$ cat src/rtl/beta_hazard_if.sv
// Decode-side bundle for the register-hazard controller: decoded operand
// addresses, exe-stage writeback port, flush, and the issue/forward/stall
// responses returned to decode.
interface beta_hazard_if;
    logic       issue_valid_i;
    logic [4:0] issue_rs1_addr_i;
    logic [4:0] issue_rs2_addr_i;
    logic       issue_rs1_used_i;
    logic       issue_rs2_used_i;
    logic [4:0] issue_rd_addr_i;
    logic       issue_rd_wr_i;
    logic       wb_valid_i;
    logic [4:0] wb_rd_addr_i;
    logic       flush_i;
    logic       issue_ack_o;
    logic       stall_o;
    logic       forward_en_o;
    logic [1:0] forward_src_o;
    logic [5:0] pending_cnt_o;
    logic       stall_timeout_o;

    // Decode stage side: presents instructions, consumes the decisions.
    modport master (
        output issue_valid_i, issue_rs1_addr_i, issue_rs2_addr_i,
               issue_rs1_used_i, issue_rs2_used_i, issue_rd_addr_i,
               issue_rd_wr_i, wb_valid_i, wb_rd_addr_i, flush_i,
        input  issue_ack_o, stall_o, forward_en_o, forward_src_o,
               pending_cnt_o, stall_timeout_o
    );

    // Hazard controller side.
    modport slave (
        input  issue_valid_i, issue_rs1_addr_i, issue_rs2_addr_i,
               issue_rs1_used_i, issue_rs2_used_i, issue_rd_addr_i,
               issue_rd_wr_i, wb_valid_i, wb_rd_addr_i, flush_i,
        output issue_ack_o, stall_o, forward_en_o, forward_src_o,
               pending_cnt_o, stall_timeout_o
    );
endinterface

$ cat src/rtl/beta_hazard_ctrl.sv
// Register-hazard controller for decode. A scoreboard marks registers with an
// outstanding exe-stage write; each decoded instruction either issues, issues
// with writeback forwarding, or is parked in shadow registers while the
// pipeline stalls until its blocking operands resolve.
module beta_hazard_ctrl #(
    parameter int NumRegs  = 32,
    parameter int MaxStall = 15
) (
    input  logic          clk_i,
    input  logic          rstn_i,
    beta_hazard_if.slave  bus
);

    typedef enum logic [0:0] {
        ST_IDLE  = 1'b0,
        ST_STALL = 1'b1
    } state_e;

    localparam logic [7:0] MaxStallW = 8'(MaxStall);

    // x0 is hardwired; with the RV32E profile the upper 16 addresses do not exist.
    function automatic logic addr_ok(input logic [4:0] a);
        return (a != 5'd0) && ((NumRegs != 16) || !a[4]);
    endfunction

    function automatic logic [5:0] popcount32(input logic [31:0] v);
        logic [5:0] c;
        c = 6'd0;
        for (int i = 0; i < 32; i++) begin
            c = c + 6'(v[i]);
        end
        return c;
    endfunction

    state_e      state_r, state_next_s;
    logic [31:0] sb_r, sb_next_s, clr_mask_s, set_mask_s;
    logic [5:0]  pend_r;
    logic [7:0]  wdog_cnt_r;
    logic        tmo_r, stall_r;
    logic [4:0]  sh_rs1_r, sh_rs2_r, sh_rd_r;
    logic        sh_u1_r, sh_u2_r, sh_wr_r;

    logic        in_stall_s, ack_s, latch_s;
    logic [4:0]  cur_rs1_s, cur_rs2_s, cur_rd_s;
    logic        cur_u1_s, cur_u2_s, cur_wr_s;
    logic        dep1_s, dep2_s, fwd1_s, fwd2_s, blk1_s, blk2_s, blocked_s;

    // In STALL the parked instruction is re-evaluated; new decode input is ignored.
    assign in_stall_s = (state_r == ST_STALL);
    assign cur_rs1_s  = in_stall_s ? sh_rs1_r : bus.issue_rs1_addr_i;
    assign cur_rs2_s  = in_stall_s ? sh_rs2_r : bus.issue_rs2_addr_i;
    assign cur_u1_s   = in_stall_s ? sh_u1_r  : bus.issue_rs1_used_i;
    assign cur_u2_s   = in_stall_s ? sh_u2_r  : bus.issue_rs2_used_i;
    assign cur_rd_s   = in_stall_s ? sh_rd_r  : bus.issue_rd_addr_i;
    assign cur_wr_s   = in_stall_s ? sh_wr_r  : bus.issue_rd_wr_i;

    // A pending source is forwardable only when its producer writes back right now.
    assign dep1_s    = cur_u1_s & addr_ok(cur_rs1_s) & sb_r[cur_rs1_s];
    assign dep2_s    = cur_u2_s & addr_ok(cur_rs2_s) & sb_r[cur_rs2_s];
    assign fwd1_s    = dep1_s & bus.wb_valid_i & (bus.wb_rd_addr_i == cur_rs1_s);
    assign fwd2_s    = dep2_s & bus.wb_valid_i & (bus.wb_rd_addr_i == cur_rs2_s);
    assign blk1_s    = dep1_s & ~fwd1_s;
    assign blk2_s    = dep2_s & ~fwd2_s;
    assign blocked_s = blk1_s | blk2_s;

    // Next-state and issue decision; flush overrides everything and suppresses ack.
    always_comb begin
        state_next_s = state_r;
        ack_s        = 1'b0;
        latch_s      = 1'b0;
        if (bus.flush_i) begin
            state_next_s = ST_IDLE;
        end else begin
            case (state_r)
                ST_IDLE: begin
                    if (bus.issue_valid_i && blocked_s) begin
                        state_next_s = ST_STALL;
                        latch_s      = 1'b1;
                    end else begin
                        ack_s = bus.issue_valid_i;
                    end
                end
                ST_STALL: begin
                    if (!blocked_s) begin
                        ack_s        = 1'b1;
                        state_next_s = ST_IDLE;
                    end else begin
                        state_next_s = ST_STALL;
                    end
                end
                default: state_next_s = ST_IDLE;
            endcase
        end
    end

    // Set is applied after clear so a new producer survives a same-edge writeback.
    assign clr_mask_s = (bus.wb_valid_i && addr_ok(bus.wb_rd_addr_i))
                        ? (32'd1 << bus.wb_rd_addr_i) : 32'd0;
    assign set_mask_s = (ack_s && cur_wr_s && addr_ok(cur_rd_s))
                        ? (32'd1 << cur_rd_s) : 32'd0;
    assign sb_next_s  = (sb_r & ~clr_mask_s) | set_mask_s;

    // FSM state and the registered stall indication.
    always_ff @(posedge clk_i) begin
        if (!rstn_i) begin
            state_r <= ST_IDLE;
            stall_r <= 1'b0;
        end else begin
            state_r <= state_next_s;
            stall_r <= (state_next_s == ST_STALL);
        end
    end

    // Scoreboard and its lagged popcount.
    always_ff @(posedge clk_i) begin
        if (!rstn_i) begin
            sb_r   <= 32'd0;
            pend_r <= 6'd0;
        end else if (bus.flush_i) begin
            sb_r   <= 32'd0;
            pend_r <= 6'd0;
        end else begin
            sb_r   <= sb_next_s;
            pend_r <= popcount32(sb_r);
        end
    end

    // Park the blocked instruction so decode can move its inputs on.
    always_ff @(posedge clk_i) begin
        if (!rstn_i) begin
            sh_rs1_r <= 5'd0;
            sh_rs2_r <= 5'd0;
            sh_rd_r  <= 5'd0;
            sh_u1_r  <= 1'b0;
            sh_u2_r  <= 1'b0;
            sh_wr_r  <= 1'b0;
        end else if (latch_s) begin
            sh_rs1_r <= bus.issue_rs1_addr_i;
            sh_rs2_r <= bus.issue_rs2_addr_i;
            sh_rd_r  <= bus.issue_rd_addr_i;
            sh_u1_r  <= bus.issue_rs1_used_i;
            sh_u2_r  <= bus.issue_rs2_used_i;
            sh_wr_r  <= bus.issue_rd_wr_i;
        end
    end

    // Stall watchdog: counts STALL cycles, sticky flag once MaxStall is reached.
    always_ff @(posedge clk_i) begin
        if (!rstn_i) begin
            wdog_cnt_r <= 8'd0;
            tmo_r      <= 1'b0;
        end else if (bus.flush_i) begin
            wdog_cnt_r <= 8'd0;
            tmo_r      <= 1'b0;
        end else if (in_stall_s) begin
            if (ack_s) begin
                wdog_cnt_r <= 8'd0;
            end else if (wdog_cnt_r != MaxStallW) begin
                wdog_cnt_r <= wdog_cnt_r + 8'd1;
            end
            if (({1'b0, wdog_cnt_r} + 9'd1) >= {1'b0, MaxStallW}) begin
                tmo_r <= 1'b1;
            end
        end else begin
            wdog_cnt_r <= 8'd0;
        end
    end

    assign bus.issue_ack_o     = ack_s;
    assign bus.forward_en_o    = ack_s & (fwd1_s | fwd2_s);
    assign bus.forward_src_o   = ack_s ? {fwd2_s, fwd1_s} : 2'b00;
    assign bus.stall_o         = stall_r;
    assign bus.pending_cnt_o   = pend_r;
    assign bus.stall_timeout_o = tmo_r;

endmodule

$ cat src/flat_wrapper.sv
// flat-port wrapper written by rule: the top's interface ports become plain ports
module beta_hazard_ctrl_flat 
#(
    parameter int NumRegs  = 32,
    parameter int MaxStall = 15
)
  (clk_i, rstn_i, bus_issue_valid_i, bus_issue_rs1_addr_i, bus_issue_rs2_addr_i, bus_issue_rs1_used_i, bus_issue_rs2_used_i, bus_issue_rd_addr_i, bus_issue_rd_wr_i, bus_wb_valid_i, bus_wb_rd_addr_i, bus_flush_i, bus_issue_ack_o, bus_stall_o, bus_forward_en_o, bus_forward_src_o, bus_pending_cnt_o, bus_stall_timeout_o);
  beta_hazard_if bus_i ();
  input  logic clk_i;
  input  logic rstn_i;
  input wire logic [$bits(bus_i.issue_valid_i)-1:0] bus_issue_valid_i;
  input wire logic [$bits(bus_i.issue_rs1_addr_i)-1:0] bus_issue_rs1_addr_i;
  input wire logic [$bits(bus_i.issue_rs2_addr_i)-1:0] bus_issue_rs2_addr_i;
  input wire logic [$bits(bus_i.issue_rs1_used_i)-1:0] bus_issue_rs1_used_i;
  input wire logic [$bits(bus_i.issue_rs2_used_i)-1:0] bus_issue_rs2_used_i;
  input wire logic [$bits(bus_i.issue_rd_addr_i)-1:0] bus_issue_rd_addr_i;
  input wire logic [$bits(bus_i.issue_rd_wr_i)-1:0] bus_issue_rd_wr_i;
  input wire logic [$bits(bus_i.wb_valid_i)-1:0] bus_wb_valid_i;
  input wire logic [$bits(bus_i.wb_rd_addr_i)-1:0] bus_wb_rd_addr_i;
  input wire logic [$bits(bus_i.flush_i)-1:0] bus_flush_i;
  output wire logic [$bits(bus_i.issue_ack_o)-1:0] bus_issue_ack_o;
  output wire logic [$bits(bus_i.stall_o)-1:0] bus_stall_o;
  output wire logic [$bits(bus_i.forward_en_o)-1:0] bus_forward_en_o;
  output wire logic [$bits(bus_i.forward_src_o)-1:0] bus_forward_src_o;
  output wire logic [$bits(bus_i.pending_cnt_o)-1:0] bus_pending_cnt_o;
  output wire logic [$bits(bus_i.stall_timeout_o)-1:0] bus_stall_timeout_o;
  assign bus_i.issue_valid_i = bus_issue_valid_i;
  assign bus_i.issue_rs1_addr_i = bus_issue_rs1_addr_i;
  assign bus_i.issue_rs2_addr_i = bus_issue_rs2_addr_i;
  assign bus_i.issue_rs1_used_i = bus_issue_rs1_used_i;
  assign bus_i.issue_rs2_used_i = bus_issue_rs2_used_i;
  assign bus_i.issue_rd_addr_i = bus_issue_rd_addr_i;
  assign bus_i.issue_rd_wr_i = bus_issue_rd_wr_i;
  assign bus_i.wb_valid_i = bus_wb_valid_i;
  assign bus_i.wb_rd_addr_i = bus_wb_rd_addr_i;
  assign bus_i.flush_i = bus_flush_i;
  assign bus_issue_ack_o = bus_i.issue_ack_o;
  assign bus_stall_o = bus_i.stall_o;
  assign bus_forward_en_o = bus_i.forward_en_o;
  assign bus_forward_src_o = bus_i.forward_src_o;
  assign bus_pending_cnt_o = bus_i.pending_cnt_o;
  assign bus_stall_timeout_o = bus_i.stall_timeout_o;
  beta_hazard_ctrl #(.NumRegs(NumRegs), .MaxStall(MaxStall)) u_core (.clk_i(clk_i), .rstn_i(rstn_i), .bus(bus_i));
endmodule
$ cat config.mk
export PLATFORM = sky130hd
export DESIGN_NAME = beta_hazard_ctrl_flat
export DESIGN_NICKNAME = d
export VERILOG_FILES = /design/src/rtl/beta_hazard_if.sv /design/src/rtl/beta_hazard_ctrl.sv /design/src/flat_wrapper.sv
export SDC_FILE = /design/constraint.sdc
export NUM_CORES = 1
export LEC_CHECK = 0
export CAP_MARGIN = 20
export CORE_ASPECT_RATIO = 1.25
export CORE_MARGIN = 2
export CORE_UTILIZATION = 25
export CTS_BUF_LIST = sky130_fd_sc_hd__clkbuf_4 sky130_fd_sc_hd__clkbuf_8
export DETAILED_ROUTE_END_ITERATION = 8
export REMOVE_ABC_BUFFERS = 1
export SLEW_MARGIN = 10
export SYNTH_ARGS = -nofsm -noshare
export SYNTH_HDL_FRONTEND = slang
export SYNTH_SLANG_ARGS = --single-unit
$ cat constraint.sdc
create_clock -name clk_i -period 11.8 [get_ports clk_i]
set_clock_uncertainty 0.2 [all_clocks]
set_input_delay 2.36 -clock clk_i [delete_from_list [all_inputs] [get_ports clk_i]]
set_output_delay 2.36 -clock clk_i [all_outputs]
set_load 0.02 [all_outputs]
# Word level (Yosys, flattened, before mapping)
# Cells that the tools add are included.
[totals] reg_bits=66 inputBits=28 out_inout_bits=12 elab_cells=105
[classes] addsub=33 magnitude_cmp=3 n_eq_ne=3 n_shift=2 muxes=22 bitwise_logic=20 reduce_logical=11
[ops] cell="6-bit by 1-bit adder with 6-bit output" n=30
[ops] cell="32-bit 2-to-1 mux" n=2
[ops] cell="1-bit by 5-bit left shift with 32-bit output (first input constant)" n=2
[ops] cell="32-bit AND" n=1
[ops] cell="32-bit NOT" n=1
[ops] cell="32-bit bitwise OR" n=1
[ops] cell="5-bit nonzero test" n=4
[ops] cell="5-bit 2-to-1 mux" n=3
[ops] cell="5-bit by 6-bit less-than comparator with 1-bit output (second input constant)" n=2
[ops] cell="1-bit 2-to-1 mux" n=12
[ops] cell="1-bit AND" n=11
[ops] cell="1-bit binary-select mux with 5-bit select" n=2
[ops] cell="5-bit == test" n=2
[ops] cell="8-bit by 1-bit adder with 9-bit output (second input constant)" n=1
[ops] cell="9-bit by 4-bit >= comparator with 1-bit output (second input constant)" n=1
[ops] cell="8-bit by 1-bit adder with 8-bit output (second input constant)" n=1
[ops] cell="8-bit by 4-bit != test with 1-bit output (second input constant)" n=1
[ops] cell="1-bit logical AND" n=4
[ops] cell="1-bit NOT" n=4
[ops] cell="1-bit one-hot mux with 2 select lines" n=2
[ops] cell="4-bit OR reduction" n=1
[ops] cell="1-bit by 1-bit adder with 2-bit output" n=1
[ops] cell="2-bit 2-to-1 mux" n=1
[ops] cell="1-bit bitwise OR" n=2
[ops] cell="other kinds (2)" n=2

# Depth between registers and ports, before layout
[depth] word_depth=31 ltp_mapped=18

# Least setup slack after synthesis
# OpenSTA, ideal clock, no wires.
[synth_path] path_type="in2out" start="input bus_issue_rs2_addr_i[0]" end="output bus_forward_en_o" arrival_time_ns=4.379 slack_ns=4.861 cell_stages=10 path_buffers=2 cell_sequence="clkbuf_1 mux2i_4 mux2i_1 mux2i_1 o32ai_1 a2111oi_4 a32oi_2 buf_4 nand2_1 a21oi_1"
[synth_between] elab_chain_cells=14 word_cells_on_any_way=19 classes_between="1 x eq/ne; 7 x mux; 9 x bitwise; 2 x reduce/logical"
[synth_rtl] item="start: declaration" line="flat_wrapper.sv:13" source="input wire logic [$bits(bus_i.issue_rs2_addr_i)-1:0] bus_issue_rs2_addr_i;"
[synth_rtl] item="5-bit 2-to-1 mux (*)" line="beta_hazard_ctrl.sv:51" source="assign cur_rs2_s = in_stall_s ? sh_rs2_r : bus.issue_rs2_addr_i;"
[synth_rtl] item="1-bit binary-select mux with 5-bit select / 5-bit nonzero test (equally long branches)" line="beta_hazard_ctrl.sv:59, beta_hazard_ctrl.sv:23"
[synth_rtl] item="1-bit 2-to-1 mux (not written as such) / 1-bit AND (equally long branches)" line="beta_hazard_ctrl.sv:59" source="assign dep2_s = cur_u2_s & addr_ok(cur_rs2_s) & sb_r[cur_rs2_s];"
[synth_rtl] item="1-bit AND" line="beta_hazard_ctrl.sv:59"
[synth_rtl] item="1-bit AND (2 in a row)" line="beta_hazard_ctrl.sv:61" source="assign fwd2_s = dep2_s & bus.wb_valid_i & (bus.wb_rd_addr_i == cur_rs2_s);"
[synth_rtl] item="1-bit NOT" line="beta_hazard_ctrl.sv:63" source="assign blk2_s = dep2_s & ~fwd2_s;"
[synth_rtl] item="1-bit AND" line="beta_hazard_ctrl.sv:63"
[synth_rtl] item="1-bit bitwise OR" line="beta_hazard_ctrl.sv:64" source="assign blocked_s = blk1_s | blk2_s;"
[synth_rtl] item="1-bit logical AND" line="beta_hazard_ctrl.sv:76" source="if (bus.issue_valid_i && blocked_s) begin"
[synth_rtl] item="1-bit 2-to-1 mux" line="beta_hazard_ctrl.sv:76"
[synth_rtl] item="1-bit one-hot mux with 2 select lines" line="beta_hazard_ctrl.sv:74" source="case (state_r)"
[synth_rtl] item="1-bit 2-to-1 mux" line="beta_hazard_ctrl.sv:71" source="if (bus.flush_i) begin"
[synth_rtl] item="1-bit AND (*)" line="beta_hazard_ctrl.sv:170" source="assign bus.forward_en_o = ack_s & (fwd1_s | fwd2_s);"
[synth_rtl] item="end: declaration" line="flat_wrapper.sv:23" source="output wire logic [$bits(bus_i.forward_en_o)-1:0] bus_forward_en_o;"
# Mark *: on every way between the ends. The rest lies on a longest branch, timed or not. The select of a mux whose other input is x is not followed.

# Worst setup path after layout
[layout_path] start="input bus_issue_rs1_addr_i[0]" end="output bus_forward_en_o"
[layout_between] elab_chain_cells=14 word_cells_on_any_way=19 classes_between="1 x eq/ne; 7 x mux; 9 x bitwise; 2 x reduce/logical"
[layout_rtl] item="start: declaration" line="flat_wrapper.sv:12" source="input wire logic [$bits(bus_i.issue_rs1_addr_i)-1:0] bus_issue_rs1_addr_i;"
[layout_rtl] item="5-bit 2-to-1 mux (*)" line="beta_hazard_ctrl.sv:50" source="assign cur_rs1_s = in_stall_s ? sh_rs1_r : bus.issue_rs1_addr_i;"
[layout_rtl] item="1-bit binary-select mux with 5-bit select / 5-bit nonzero test (equally long branches)" line="beta_hazard_ctrl.sv:58, beta_hazard_ctrl.sv:23"
[layout_rtl] item="1-bit 2-to-1 mux (not written as such) / 1-bit AND (equally long branches)" line="beta_hazard_ctrl.sv:58" source="assign dep1_s = cur_u1_s & addr_ok(cur_rs1_s) & sb_r[cur_rs1_s];"
[layout_rtl] item="1-bit AND" line="beta_hazard_ctrl.sv:58"
[layout_rtl] item="1-bit AND (2 in a row)" line="beta_hazard_ctrl.sv:60" source="assign fwd1_s = dep1_s & bus.wb_valid_i & (bus.wb_rd_addr_i == cur_rs1_s);"
[layout_rtl] item="1-bit NOT" line="beta_hazard_ctrl.sv:62" source="assign blk1_s = dep1_s & ~fwd1_s;"
[layout_rtl] item="1-bit AND" line="beta_hazard_ctrl.sv:62"
[layout_rtl] item="1-bit bitwise OR" line="beta_hazard_ctrl.sv:64"
[layout_rtl] item="1-bit logical AND" line="beta_hazard_ctrl.sv:76"
[layout_rtl] item="1-bit 2-to-1 mux" line="beta_hazard_ctrl.sv:76"
[layout_rtl] item="1-bit one-hot mux with 2 select lines" line="beta_hazard_ctrl.sv:74"
[layout_rtl] item="1-bit 2-to-1 mux" line="beta_hazard_ctrl.sv:71"
[layout_rtl] item="1-bit AND (*)" line="beta_hazard_ctrl.sv:170"
# Marks and branches as above.

==> out/results.txt <==
run status: finished clean
kind of critical path: primary input to output port
Max H-tree Level: 3
period utilization: 72.04%
initial DRC count: 432
Post-synth EDFFs: 0
Post-Synthesis Cell Area: 4972 um2
Rows: 57
area of the die: 21040 um2
Routed WL: 14770 um
antenna fix cells: 0
die height: 161.7 um
Hold Crit Start: u_core.sh_u2_r
Hold Crit Endpoint: u_core.sh_u2_r
Max Fclk: 117.6 MHz
GRT Total Usage: 14.53%
R2R setup slack: 6380 ps
Starting Density: 25.54%
Synth cell types: 65
synthesized instance count: 610
drt drc: 0
dominant cells by area after synthesis: dfxtp_1 27%, fa_1 9.7%, nand2_1 8.6%
TritonCTS Buffers: 9
setup tns final: 0 ps
pin count of the biggest net entering global routing: 39
area of the multi-input gates: 3308 um2
Ys Warns: 0
Placer Congestion: 0.9545
layout net count: 699
Slew Limit Fails: 0
worst slew pin tran: 765.4 ps
I/O Buffers: 39
Mean Syn Cell Area: 8.151 um2
CP bufs+invs: 2
WP data arrival: 5940 ps
TritonCTS clock tree: yes
global-route wire length before repair: 23430 um
fillers: 2069
worst-path fanout max: 12
Setup crit start kind: primary input
worst-path cell with the longest stage delay: a32oi_2
sequential-to-total area share from yosys stat: 26.57%
Ports: 40
core box area: 19470 um2
reg2reg end: u_core.bus.pending_cnt_o[4]
post-synthesis register bit count: 66
GRT overflow: 0
Static Leak: 2.043 nW
synth-to-layout area growth: 16.33%
Hold Crit Class: register to register
layout cells sized above 1: 7.009%
post-synth top area share: 26.57%
antenna-violating nets left: 0
endpoints failing setup: 0
Final Instance Area: 5784 um2
DIE WIDTH: 130.1 um
# hold bufs at CTS: 0
vias in the first global route: 4294
DRT Pass-1 Iters: 5
initial antenna violation count: 0
FF-to-FF Start: u_core.sb_r[1]
clock latency on the worst-skew pair: 350 ps
Hold Fails Final Rpt: 0
hold path depth: 2
Setup Fix Bufs, Post-CTS: 0
CTS clk-pin slew, worst paths: 90 ps
routed vias: 4434
Yosys top cell by area: dfxtp_1
Max clock buf depth: 2
Core Util, Final: 29.71%
max-cap viol count: 0
Register Area: 1323 um2
Synth async-reset ratio: 0%
slowest stage delay, CP: 670 ps
r2r worst-path depth: 15
CP cell instances: clkdlybuf4s50_1 > mux2_2 > mux4_2 > nand2_1 > nand3_1 > o311a_1 > a32oi_2 > nand2_1 > a21oi_1 > clkdlybuf4s50_1
Worst setup EP type: output port
DP Wirelength: 11520 um
vias per cell: 4.889
Rel. slew slack: 48.98%
post-CTS sizing: 0
root buf cell: clkbuf_8
placed cell area: 5582 um2
Largest delay share family, worst path: buffers and inverters
Worst Path Required: 9240 ps
Max VDD drop: 0.05851 mV
pwr dens: 88.05 nW/um2
WL/cell: 16.28 um
Final min period: 8500 ps
RSZ-0062 raised after global routing: no
predominant post-synthesis flop cell: dfxtp_1
clock sinks: 66
## metal layers
layer,wire [um],global-route usage [%],share of wire (%),vias to the layer above
met1,6057,17.94,41,2110
met3,926,2.734,6.3,39
met2,6899,23.39,47,146
li1,-,-,-,2139
met5,0,0,0,-
met4,881,8.553,6.0,0
## final cells by class
cell class                 count  share of cell area (%)
multi-input combinational    465                   57.19
inverter                      51                   3.310
sequential                    66                   22.86
tap                          265                   5.732
timing repair buffer          44                   7.398
clock inverter                 6                   1.125
clock buffer                  10                   2.379
## registers in the layout, summed over array words and instances, names as in the netlist, 5 cells and up
signal / cells
u_core.sb_r: 32
u_core.wdog_cnt_r: 8
u_core.bus.pending_cnt_o: 6
u_core.sh_rd_r: 5
u_core.sh_rs1_r: 5
u_core.sh_rs2_r: 5
## cells by family (layout without fill, tap and decap cells)
group / count (synthesis) / count (layout) / share of synthesized area [%]
XOR/XNOR: 21 / 21 / 3.699
buffers and inverters: 79 / 111 / 7.121
flip-flops: 66 / 66 / 26.57
adder cells (fa/ha/maj): 34 / 34 / 12.18
AND/OR/NAND/NOR: 253 / 253 / 24.11
AO/OA/AOI/OAI: 109 / 109 / 15.20
multiplexers: 48 / 48 / 11.12
## synthesized netlist by cell type (4+ instances only)
cell	count
o22ai_1	7
nand3_1	32
mux2i_1	35
nand2_1	114
nor2b_1	13
nor2_1	40
xor2_1	5
a211oi_1	6
fa_1	24
xnor2_1	16
dfxtp_1	66
and3_1	7
nand2b_1	10
mux2_2	5
a21oi_1	18
o21ai_0	28
a21o_1	5
ha_1	10
clkbuf_1	18
inv_1	51
nand3b_1	5
nor3b_1	10
buf_6	4
nor3_1	6
o31ai_1	8
## worst max path at each step
stage / from / to / depth (start not counted)
2_1_floorplan: bus_issue_rs1_addr_i[0] / bus_forward_en_o / 8
3_3_place_gp: bus_issue_rs1_addr_i[0] / bus_forward_en_o / 10
3_5_place_dp: bus_issue_rs1_addr_i[0] / bus_forward_en_o / 10
4_1_cts: bus_issue_rs1_addr_i[0] / bus_forward_en_o / 10
5_1_grt: bus_issue_rs2_addr_i[1] / bus_forward_src_o[0] / 10
6_report: bus_issue_rs1_addr_i[0] / bus_forward_en_o / 10
## stage by stage
stage / power [mW] / worst slack, ps / hold slack, ps / std cells
finish: 0.5093 / 3300 / 262.3 / 907
global route: 0.5320 / 3074 / 294.3 / 907
CTS: 0.5136 / 3330 / 267.7 / 907
detailed placement: 0.3127 / 3343 / 255.9 / 891
global placement: 0.3125 / 3388 / 239.9 / 891
floorplan: 0.2809 / 4822 / 231.3 / 582
## cell usage in the layout, fill, tap and decap left out, drive strengths merged, types with 3 or more instances in the layout
| cell type | Yosys | routed |
|---|---|---|
| nand2 | 115 | 115 |
| dfxtp | 66 | 66 |
| inv | 51 | 52 |
| nor2 | 40 | 40 |
| mux2i | 40 | 40 |
| clkdlybuf4s50 | 0 | 39 |
| nand3 | 32 | 32 |
| o21ai | 31 | 31 |
| fa | 24 | 24 |
| a21oi | 18 | 18 |
| xnor2 | 16 | 16 |
| nor2b | 13 | 13 |
| nand2b | 10 | 10 |
| nor3b | 10 | 10 |
| ha | 10 | 10 |
| clkbuf | 18 | 10 |
| o31ai | 8 | 8 |
| o22ai | 7 | 7 |
| and3 | 7 | 7 |
| nor3 | 6 | 6 |
| a211oi | 6 | 6 |
| mux2 | 6 | 6 |
| nand3b | 6 | 6 |
| a21o | 5 | 5 |
| xor2 | 5 | 5 |
| buf | 10 | 5 |
| o211ai | 3 | 3 |
| nor4 | 3 | 3 |
| o32ai | 3 | 3 |
| a31oi | 3 | 3 |
| a32o | 3 | 3 |
| a32oi | 3 | 3 |
| clkinv | 0 | 3 |
## worst register-to-register path: cells and delay by family (launching register included)
kind / cells / cell delay [ps]
fa+ha+maj: 9 / 4020
flops: 1 / 560
compound gates: 2 / 180
simple gates: 1 / 60
buf+inv: 2 / 150
xor+xnor: 1 / 130
## where the power goes
part           switching [mW]  leakage, nW  total (mW)  internal [mW]
Combinational          0.0459         1.41      0.0787         0.0328
Sequential            0.00378        0.533       0.229          0.226
Clock                  0.0975        0.103       0.201          0.104
Power figures use the tool's default switching activity.
==> RTL edit: new RTL, config.mk and constraints unchanged <==
Reset style: asynchronous (`rstn_i`), changed in 4 clocked blocks.
--- a/src/rtl/beta_hazard_ctrl.sv
+++ b/src/rtl/beta_hazard_ctrl.sv
@@ -103,3 +103,3 @@
     // FSM state and the registered stall indication.
-    always_ff @(posedge clk_i) begin
+    always_ff @(posedge clk_i or negedge rstn_i) begin
         if (!rstn_i) begin
@@ -114,3 +114,3 @@
     // Scoreboard and its lagged popcount.
-    always_ff @(posedge clk_i) begin
+    always_ff @(posedge clk_i or negedge rstn_i) begin
         if (!rstn_i) begin
@@ -128,3 +128,3 @@
     // Park the blocked instruction so decode can move its inputs on.
-    always_ff @(posedge clk_i) begin
+    always_ff @(posedge clk_i or negedge rstn_i) begin
         if (!rstn_i) begin
@@ -147,3 +147,3 @@
     // Stall watchdog: counts STALL cycles, sticky flag once MaxStall is reached.
-    always_ff @(posedge clk_i) begin
+    always_ff @(posedge clk_i or negedge rstn_i) begin
         if (!rstn_i) begin
Behaviour: differs if rstn_i is asserted again (counterexample within 4 cycles, from zero or initial values and one cycle with rstn_i low); with rstn_i held inactive, the same outputs for 4 cycles.
==> RTL edit against the unedited design <==
  * Count of clock-buffer cells in the layout fell by 1
  * Area after synthesis rose by 6.6%
  * Setup slack got worse by 330 ps
  * Synthesized cell count fell by 4.8%
  * Sequential cell count did not move
  * Hold slack improved by 41 ps
  * Routed wire length rose by 5.2%
  * First-iteration DRC count fell by 26%
  * Non-clock buffer count fell by 2
  * Cell area rose by 5.0%
  * Die area rose by 6.5%
  * Critical path type unchanged
Power is not compared: it rests on default switching activity, and its combinational part moved more than twofold at a synthesized area within 25%.
==> RTL edit: results (changes against the unedited design) <==
Status
  • Status: finished clean (unchanged)

Global route
  • Largest net degree at the start of global routing: 77 (was 39)
  • Met2 GRT Util: 23.8% (was 23.4%)
  • GR met1 Demand/Resource: 17.6% (was 17.9%)
  • Vias in the first global route: 4474 (was 4294)
  • Routing usage on met3: 3.53% (was 2.73%)
  • GRT Total Usage: 14.4% (was 14.5%)

Placed design
  • Placed Cells: 865 (was 891)
  • Area post-placement: 5900 sq um (was 5580 sq um)
  • Port Buffers: 39 (unchanged)
  • Half-perimeter wire length after placement: 11200 um (was 11500 um)
  • Setup WS pre-CTS: 2980 ps (was 3340 ps)

Finish
  • Fill count: 2213 (was 2069)
  • Nets: 664 (was 699)
  • Layout cells sized above 1: 9.57% (was 7.01%)

Hold path
  • Worst hold start: u_core.bus.stall_timeout_o (was u_core.sh_u2_r)
  • Min-Delay Endpoint: u_core.bus.stall_timeout_o (was u_core.sh_u2_r)

Timing
  • Actual slew at the worst max-slew pin: 887 ps (was 765 ps)
  • Smallest hold slack: 304 ps (was 262 ps)
  • Maximum clock rate: 0.113 GHz (was 0.118 GHz)

Detailed routing
  • Met3 wire len: 1140 um (was 926 um)
  • Starting DRT DRC Count: 320 (was 432)
  • Metal2 WL: 7560 um (was 6900 um)
  • Routed len/inst: 17.6 um (was 16.3 um)
  • Drt total wl: 15500 um (was 14800 um)
  • DR top layer: met4 (unchanged)
  • Vias/cell: 5.15 (was 4.89)
  • Met1 Wirelength: 6220 um (was 6060 um)

Synthesis
  • Prevailing post-synth register cell: dfrtp_1 (was dfxtp_1)
  • Fraction of the yosys area taken by sequential cells: 31.1% (was 26.6%)
  • Syn Inst Count: 581 (was 610)
  • Asr flop ratio synth: 100% (was 0%)
  • Synth top area cells: dfrtp_1, fa_1, nand2_1 (was dfxtp_1, fa_1, nand2_1)
  • Most instantiated cells after synthesis: nand2_1, dfrtp_1, inv_1, nor2_1 (was nand2_1, dfxtp_1, inv_1, nor2_1, mux2i_1)
  • Yosys cell types: 63 (was 65)

Clock network
  • CTS buffer count: 9 (unchanged)
  • Clock Latency Late Sink: 380 ps (was 350 ps)

Critical path
  • Slowest library cell on the worst path: clkdlybuf4s50_1 (was a32oi_2)
  • CP top delay family: buffers and inverters (unchanged)
  • Capturing point of the worst reg2reg path: u_core.bus.pending_cnt_o[4] (unchanged)
  • Critical path arrival: 6270 ps (was 5940 ps)
  • FF-to-FF Start: u_core.sb_r[1] (unchanged)
  • R2R Setup Slk: 6400 ps (was 6380 ps)
  • CP Launch Point: bus_issue_rs2_addr_i[0] (was bus_issue_rs1_addr_i[0])
  • CP endpoint: bus_forward_src_o[0] (was bus_forward_en_o)
  • Critical-path maximum fanout: 43 (was 12)
## RTL edit: changes by cell type after synthesis, moves of 9 or more
cell     before  now
mux2i_1      35    9
nand2_1     114   72
nor2_1       40   30
dfrtp_1       0   66
o32ai_1       3   25
and4_1        0    9
dfxtp_1      66    0
inv_1        51   63
nand3_1      32   21
## RTL edit: power by group
group | switching [uW] | internal [uW]
clock network | 100 | 75.6
logic | 90.4 | 76.2
registers | 43.9 | 258
## RTL edit: area by class of cell
class	instances	area (sq um)	share of cell area [%]
clock buffers	9	124	2.04
repair buffers	42	408	6.72
flip-flops and latches	66	1650	27.2
clock inverters	6	43.8	0.721
well taps	274	343	5.65
multi-input cells	420	3260	53.8
inverters	63	236	3.90
## RTL edit: cell families after synthesis
logic type	share of synthesized area [%]
simple gates	18.1
compound gates	19.5
buf+inv	7.31
flops	31.1
mux	9.23
fa+ha+maj	11.4
xor+xnor	3.30
